## src/rtl/ctrl_pipe_seq.sv

```systemverilog
// Control pipeline carrying the decoded word through NUM_STAGES registers,
// with a beat sequencer that replays vector ops and a pair of saturating PMC counters.
module ctrl_pipe_seq #(
  parameter int CTRL_W     = 25,
  parameter int NUM_STAGES = 3,
  parameter int VLEN       = 16,
  parameter int BEAT_LANES = 4,
  localparam int BEATS     = VLEN / BEAT_LANES,
  localparam int BW        = ($clog2(BEATS) < 1) ? 1 : $clog2(BEATS)
) (
  input  logic                         clk,
  input  logic                         reset,
  input  logic [CTRL_W-1:0]            ctrlD,
  input  logic                         validD,
  input  logic                         vecD,
  input  logic [NUM_STAGES-1:0]        stall_in,
  input  logic [NUM_STAGES-1:0]        flush_in,
  input  logic                         pmc_en,
  output logic [NUM_STAGES*CTRL_W-1:0] ctrl_out,
  output logic [NUM_STAGES-1:0]        valid_out,
  output logic [NUM_STAGES*BW-1:0]     beat_out,
  output logic [NUM_STAGES-1:0]        last_out,
  output logic                         stallD,
  output logic                         busy,
  output logic [31:0]                  instr_cnt,
  output logic [31:0]                  stall_cnt
);

  localparam bit MULTI = (BEATS > 1);
  localparam logic [BW-1:0] LAST_BEAT = BW'(BEATS - 1);
  localparam int LAST_STG = NUM_STAGES - 1;

  if (((VLEN % BEAT_LANES) != 0) || (NUM_STAGES < 1)) begin : g_paramCheck
    $error("ctrl_pipe_seq: VLEN must be a multiple of BEAT_LANES and NUM_STAGES >= 1");
  end

  typedef enum logic {IDLE, SEQ} state_t;

  state_t                               state_q, state_d;
  logic [BW-1:0]                        beatCnt_q, beatCnt_d;
  logic [CTRL_W-1:0]                    hold_q, hold_d;
  logic [NUM_STAGES-1:0][CTRL_W-1:0]    ctrl_q;
  logic [NUM_STAGES-1:0][BW-1:0]        beat_q;
  logic [NUM_STAGES-1:0]                valid_q;
  logic [NUM_STAGES-1:0]                last_q;
  logic [31:0]                          instrCnt_q;
  logic [31:0]                          stallCnt_q;

  logic [CTRL_W-1:0] issueCtrl;
  logic [BW-1:0]     issueBeat;
  logic              issueValid;
  logic              issueLast;
  logic              stallRaw;

  logic [CTRL_W-1:0] srcCtrl  [NUM_STAGES];
  logic [BW-1:0]     srcBeat  [NUM_STAGES];
  logic              srcValid [NUM_STAGES];
  logic              srcLast  [NUM_STAGES];

  // Sequencer: picks the word offered to stage 0 and decides whether decode must hold.
  always_comb begin
    state_d    = state_q;
    beatCnt_d  = beatCnt_q;
    hold_d     = hold_q;
    issueCtrl  = ctrlD;
    issueBeat  = '0;
    issueValid = validD;
    issueLast  = ~(vecD & MULTI);
    stallRaw   = 1'b0;
    case (state_q)
      IDLE: begin
        if (validD & vecD & MULTI) begin
          stallRaw = 1'b1;
          if (~stall_in[0] & ~flush_in[0]) begin
            hold_d    = ctrlD;
            beatCnt_d = BW'(1);
            state_d   = SEQ;
          end
        end
      end
      SEQ: begin
        issueCtrl  = hold_q;
        issueBeat  = beatCnt_q;
        issueValid = 1'b1;
        issueLast  = (beatCnt_q == LAST_BEAT);
        stallRaw   = ~(issueLast & ~stall_in[0]);
        if (flush_in[0]) begin
          state_d   = IDLE;
          beatCnt_d = '0;
        end else if (~stall_in[0]) begin
          if (issueLast) begin
            state_d   = IDLE;
            beatCnt_d = '0;
          end else begin
            beatCnt_d = beatCnt_q + BW'(1);
          end
        end
      end
      default: state_d = IDLE;
    endcase
  end

  always_ff @(posedge clk or negedge reset) begin
    if (!reset) begin
      state_q   <= IDLE;
      beatCnt_q <= '0;
      hold_q    <= '0;
    end else begin
      state_q   <= state_d;
      beatCnt_q <= beatCnt_d;
      hold_q    <= hold_d;
    end
  end

  // A stalled upstream stage (or no valid issue at stage 0) hands a bubble downstream.
  for (genvar i = 0; i < NUM_STAGES; i++) begin : g_src
    if (i == 0) begin : g_first
      assign srcCtrl[i]  = issueValid ? issueCtrl : '0;
      assign srcBeat[i]  = issueValid ? issueBeat : '0;
      assign srcValid[i] = issueValid;
      assign srcLast[i]  = issueValid & issueLast;
    end else begin : g_next
      assign srcCtrl[i]  = stall_in[i-1] ? '0 : ctrl_q[i-1];
      assign srcBeat[i]  = stall_in[i-1] ? '0 : beat_q[i-1];
      assign srcValid[i] = ~stall_in[i-1] & valid_q[i-1];
      assign srcLast[i]  = ~stall_in[i-1] & last_q[i-1];
    end
  end

  always_ff @(posedge clk or negedge reset) begin
    if (!reset) begin
      ctrl_q  <= '0;
      beat_q  <= '0;
      valid_q <= '0;
      last_q  <= '0;
    end else begin
      for (int i = 0; i < NUM_STAGES; i++) begin
        if (flush_in[i]) begin
          ctrl_q[i]  <= '0;
          beat_q[i]  <= '0;
          valid_q[i] <= 1'b0;
          last_q[i]  <= 1'b0;
        end else if (!stall_in[i]) begin
          ctrl_q[i]  <= srcCtrl[i];
          beat_q[i]  <= srcBeat[i];
          valid_q[i] <= srcValid[i];
          last_q[i]  <= srcLast[i];
        end
      end
    end
  end

  // Retire counts only the final beat leaving the last stage; both counters saturate.
  always_ff @(posedge clk or negedge reset) begin
    if (!reset) begin
      instrCnt_q <= '0;
      stallCnt_q <= '0;
    end else if (pmc_en) begin
      if (valid_q[LAST_STG] & last_q[LAST_STG] & ~stall_in[LAST_STG] & ~flush_in[LAST_STG]
          & (instrCnt_q != 32'hFFFF_FFFF))
        instrCnt_q <= instrCnt_q + 32'd1;
      if (stallD & (stallCnt_q != 32'hFFFF_FFFF))
        stallCnt_q <= stallCnt_q + 32'd1;
    end
  end

  assign stallD    = reset & stallRaw;
  assign busy      = (state_q == SEQ);
  assign ctrl_out  = ctrl_q;
  assign beat_out  = beat_q;
  assign valid_out = valid_q;
  assign last_out  = last_q;
  assign instr_cnt = instrCnt_q;
  assign stall_cnt = stallCnt_q;

endmodule

```

## config.mk

```make
export PLATFORM = sky130hd
export DESIGN_NAME = ctrl_pipe_seq
export DESIGN_NICKNAME = d
export VERILOG_FILES = /design/src/rtl/ctrl_pipe_seq.sv
export SDC_FILE = /design/constraint.sdc
export NUM_CORES = 1
export LEC_CHECK = 0
export CAP_MARGIN = 20
export CORE_MARGIN = 2
export CORE_UTILIZATION = 45
export DETAILED_ROUTE_END_ITERATION = 7
export PLACE_DENSITY = 0.8
export SETUP_SLACK_MARGIN = 0.1
export SYNTH_ARGS = -nofsm -noshare
export SYNTH_HDL_FRONTEND = slang
export SYNTH_SLANG_ARGS = --single-unit
```

## constraint.sdc

```tcl
create_clock -name clk -period 2 [get_ports clk]
set_clock_uncertainty 0.15 [all_clocks]
set_input_delay 0.3 -clock clk [delete_from_list [all_inputs] [get_ports clk]]
set_output_delay 0.3 -clock clk [all_outputs]
set_load 0.05 [all_outputs]
```

# After elaboration in Yosys (flattened, before gate mapping)
# Cells that the tools add are included.
[word_totals] word_cells=103 input_bits=36 ff_bits=179 out_inout_bits=153
[op_classes] n_bitwise=22 n_reduce_logical=4 n_addsub=3 eq_ne=9 n_mux=48
[op_table] op="$mux W25" n=10
[op_table] op="$add A32 B1 Y32 const B" n=2
[op_table] op="$ne A32 B32 Y1 const B" n=2
[op_table] op="$mux W2" n=15
[op_table] op="$mux W1" n=20
[op_table] op="$and A1 B1 Y1" n=14
[op_table] op="$not A1 Y1" n=8
[op_table] op="$ne A2 B1 Y1 const B" n=3
[op_table] op="$reduce_and A3 Y1" n=2
[op_table] op="$ne A2 B2 Y1 const B" n=2
[op_table] op="$pmux W1 S2" n=2
[op_table] op="$pmux W2 S2" n=1
[op_table] op="$reduce_and A2 Y1" n=2
[op_table] op="$ne A3 B3 Y1 const B" n=1
[op_table] op="$add A2 B1 Y2 const B" n=1
[op_table] op="$eq A2 B2 Y1 const B" n=1

# Longest topological paths before layout
[depth] depth_word=7 depth_mapped=7 mapped_depth_nobuf=6

# Least setup slack after synthesis
# Ideal clock, no wire load.
[synth_timing] path_kind="register to register" start="reg state_q (netlist: busy)" end="reg stallCnt_q[23] (netlist: stall_cnt[23])" path_buffers=1 setup_slack_ps=-612 setup_time_ps=145 arrival_ps=2318 required_time_ps=1705 path_stages_with_launch=7 synth_period_minus_slack_ps=2612 cell_sequence="dfrtp_1 > buf_2 > nand2_1 > o21ai_2 > nand4_1 > nor4b_1 > xor2_1"
[synth_via] elab_chain_len=5
[synth_rtl] item="start, declared" line="39" text="state_t state_q, state_d;"
[synth_rtl] item="start signal, assigned" line="109" text="state_q <= state_d;"
[synth_rtl] item="$not A1 Y1 (no source line)"
[synth_rtl] item="$pmux W1 S2 *" line="70" text="case (state_q)"
[synth_rtl] item="$and A1 B1 Y1 *" line="167" text="assign stallD = reset & stallRaw;"
[synth_rtl] item="via stallD" line="23" text="output logic stallD,"
[synth_rtl] item="$and A1 B1 Y1 *" line="162" text="if (stallD & (stallCnt_q != 32'hFFFF_FFFF))"
[synth_rtl] item="$reduce_and A2 Y1 (no source line) *"
[synth_rtl] item="end signal, assigned" line="163" text="stallCnt_q <= stallCnt_q + 32'd1;"
[synth_rtl] item="end, declared" line="47" text="logic [31:0] stallCnt_q;"
# The timed path passes the listed nets; every way through them passes the cells marked *.
# A chain may end at the register's enable or synchronous reset.

# Worst setup path in the final report
[layout_timing] start="reg beatCnt_q[1]" end="reg stallCnt_q[21] (netlist: stall_cnt[21])"
[layout_via] elab_chain_len=7
[layout_rtl] item="start, declared" line="40" text="logic [BW-1:0] beatCnt_q, beatCnt_d;"
[layout_rtl] item="start signal, assigned" line="110" text="beatCnt_q <= beatCnt_d;"
[layout_rtl] item="$eq A2 B2 Y1" line="85" text="issueLast = (beatCnt_q == LAST_BEAT);"
[layout_rtl] item="$and A1 B1 Y1" line="86" text="stallRaw = ~(issueLast & ~stall_in[0]);"
[layout_rtl] item="$not A1 Y1" line="86"
[layout_rtl] item="$pmux W1 S2" line="70"
[layout_rtl] item="$and A1 B1 Y1" line="167"
[layout_rtl] item="$and A1 B1 Y1" line="162"
[layout_rtl] item="$reduce_and A2 Y1 (no source line)"
# No other way between the ends.

==> summary.txt <==
Status - finished with violations
Failing checks - negative hold slack, negative setup slack
Number of fill cells in the layout - 1,168
Number of core rows - 47
Fin area - 11,400 µm²
Post-synth EDFFs - 0
I/O pins - 189
Total Routing Usage GR - 23.96%
Clock sink count - 179
Setup-failing EPs final - 17
Antenna cell count - 0
Final TNS setup - -0.6933 ns
Cells after DPL - 1,074
DR WL/cell - 18.46 µm
Fin worst setup slack - -0.06716 ns
Worst min path class - input port to async pin
Syn Inst Count - 625
Vias in the first global route - 6,430
Crit Path Max Fanout - 3
CP endpoint kind - flop
R2r setup slk - -0.07 ns
Hold Vio Cnt, Final - 23
MaxCap Viol Count - 0
Area of the multi-input gates - 3512 µm²
Die area - 17,960 µm²
Largest net degree at the start of global routing - 78
Final worst-path cycle share - 103.4%
Post-synth design cell area - 7607 µm²
R2R Path Start - beatCnt_q[1]
RSZ-0062 raised after global routing - true
Synth Flop Type - dfrtp_1
GPL Wtd Cong - 0.8847
Warnings from Yosys - 0
Leakage power - 5.532 nW
Largest area contributor in the netlist - dfrtp_1
Port Buffers - 188
Slowest cell on the critical path - dfrtp_1
Final ANT Viol Nets - 0
Layout cells sized above 1 - 39.93%
Synth Area per Inst - 12.17 µm²
Post-route insts no fill - 1,134
Arr. time, crit path - 2.26 ns
Via count - 6,166
Synth area leaders - dfrtp_1, a22o_1, xor2_1
Critical path startpoint - beatCnt_q[1]
Die Width - 134.0 µm
Fin util - 68.73%
Highest Clock Rate - 0.4838 GHz
Met3 Use GR - 4.044%
Dpl hpwl - 14,340 µm
Busiest grt layer - met2
Power Total - 8.444 mW
CTS clock-pin slew for the worst setup and hold paths - 0.07 ns
Async set-or-reset flop fraction in the synthesized netlist - 100.0%
Post-synthesis cell type count - 49
Number of DRC markers in iteration 0 - 277
Critical path buffers and inverters - 2
DRC Markers - 0
Setup CP Type - flop to flop
Hold_ws - -0.05077 ns
Clock root cell - clkbuf_16
Layout area overhead - 49.84%
FF-to-FF End - stall_cnt[21]
Slew HR - 35.45%
CTS tree - done
Nets@finish - 940
Drt first pass iters - 5
Met1 Usage GRT - 30.20%
PD cells - 740.8 nW/µm²
H-tree levels - 4
CP delay by family, top - simple AND/OR/NAND/NOR gates
Seq/Total Area, Yosys - 58.88%
Synthesized flop and latch total - 179
Worst-Margin Slew - 0.9683 ns
Worst-case clock buffer depth - 2
Worst Setup Start Kind - flop
CTS Buf Count - 17
Sequential Area - 4537 µm²
Worst vdd ir - 0.7264 mV
CP required - 2.19 ns
Most numerous cell in the Yosys netlist - dfrtp_1
First-pass GRT wire length - 33,820 µm
Initial Utilization - 45.87%
Routing usage on met2 - 41.71%
Worst slack at placement - -0.3679 ns
Worst path max stage delay - 0.38 ns
Slew Limit Fails - 0
Worst path cell trace - ha_2 -> nor2b_4 -> o21ai_4 -> buf_6 -> nand4_1 -> buf_4 -> nor3_4 -> xor2_1
DP Area - 10,330 µm²
Synth cell count leaders - dfrtp_1, a22o_1, nand2_1
GR Overflow Total - 0
Share of the synthesized area in the top cell type - 58.88%
Vias/cell - 5.437
Clock Latency Late Sink - 0.43 ns
Die height - 134.0 µm
Final Critical Period - 2.067 ns
Antenna violations before repair - 0
Core area - 16,580 µm²
Final wirelength - 20,940 µm
Net Count, Synth - 664
Worst R2R Path Depth - 8
[kinds of logic (layout without fill, tap and decap cells)]
kind of cell               Yosys count  after routing  synth area share [%]
and+or+nand+nor                    192            192                 14.11
DFF                                179            179                 58.88
AOI/OAI and AO/OA                  103            103                 10.33
xor gates and xnor gates            60             60                 6.908
muxes                               52             52                 7.286
buffers and inverters               36            325                 1.990
adders and majority gates            3              3                0.4935
[metal layers]
| metal | wire length [µm] | up-vias |
|---|---|---|
| met3 | 830 | 37 |
| met5 | 0 | - |
| met2 | 10910 | 180 |
| met4 | 532 | 0 |
| li1 | - | 2834 |
| met1 | 8666 | 3115 |
[worst reg2reg max path, stage by stage (launching register included)]
cell     delay (ns)
dfrtp_1        0.38
ha_2           0.19
nor2b_4        0.13
o21ai_4        0.19
buf_6          0.13
nand4_1        0.19
buf_4          0.24
nor3_4         0.17
xor2_1         0.20
[what timing repair did]
| item | 4_1_cts | 5_1_grt |
|---|---|---|
| hold buffers | 1 | 0 |
| setup buffers | 11 | 16 |
| cloned | 1 | 0 |
| pin swaps | 18 | 25 |
| endpoints found under the hold margin | 102 | 0 |
| gates resized for setup | 88 | 30 |
| endpoints found under the setup margin | 110 | 49 |
[sequential cells by signal (all words and copies together) (netlist names)]
signal and cells:
ctrl_out 75, busy 1, stall_cnt 32, instr_cnt 32, hold_q 25, beatCnt_q 2, last_out 3, valid_out 3
beat_out 6
[power breakdown]
group          switching [mW]  internal [mW]
Sequential              0.153           3.83
Combinational           0.679          0.532
Clock                    1.54           1.71
Total                    2.37           6.07
[placed cells by master (no fill, tap or decap), types with 4 or more instances in the layout]
cell,count
and3_1,6
clkdlybuf4s50_1,34
inv_1,9
buf_12,9
nor2_1,20
xnor2_1,24
nand3_4,4
dfrtp_2,46
mux2i_1,25
clkbuf_16,17
nor4_4,10
inv_6,4
and4_1,8
o21ai_0,29
buf_6,14
nor3_4,10
mux2_2,26
nand4_1,25
dlygate4sd2_1,54
nand3_1,13
buf_4,170
xor2_1,35
nor3_2,8
nand2_1,52
dfrtp_1,133
a22o_1,58
nor2_4,4
[cell type report]
cell class	count	area share, %
tap	220	2.415
sequential	179	39.80
multi-input combinational	410	30.81
timing repair buffer	284	21.65
inverter	9	0.2964
clock inverter	12	1.021
clock buffer	20	4.007
[worst max path at each step]
stage | to | slack [ns] | depth (start not counted)
finish | stall_cnt[21] | -0.07 | 8
global route | stall_cnt[11] | -0.14 | 9
CTS | stall_cnt[15] | -0.10 | 9
detailed placement | ctrl_out[65] | -0.37 | 4
global placement | last_out[2] | -0.29 | 4
floorplan | stall_cnt[1] | -0.25 | 6
Power figures use the tool's default switching activity.
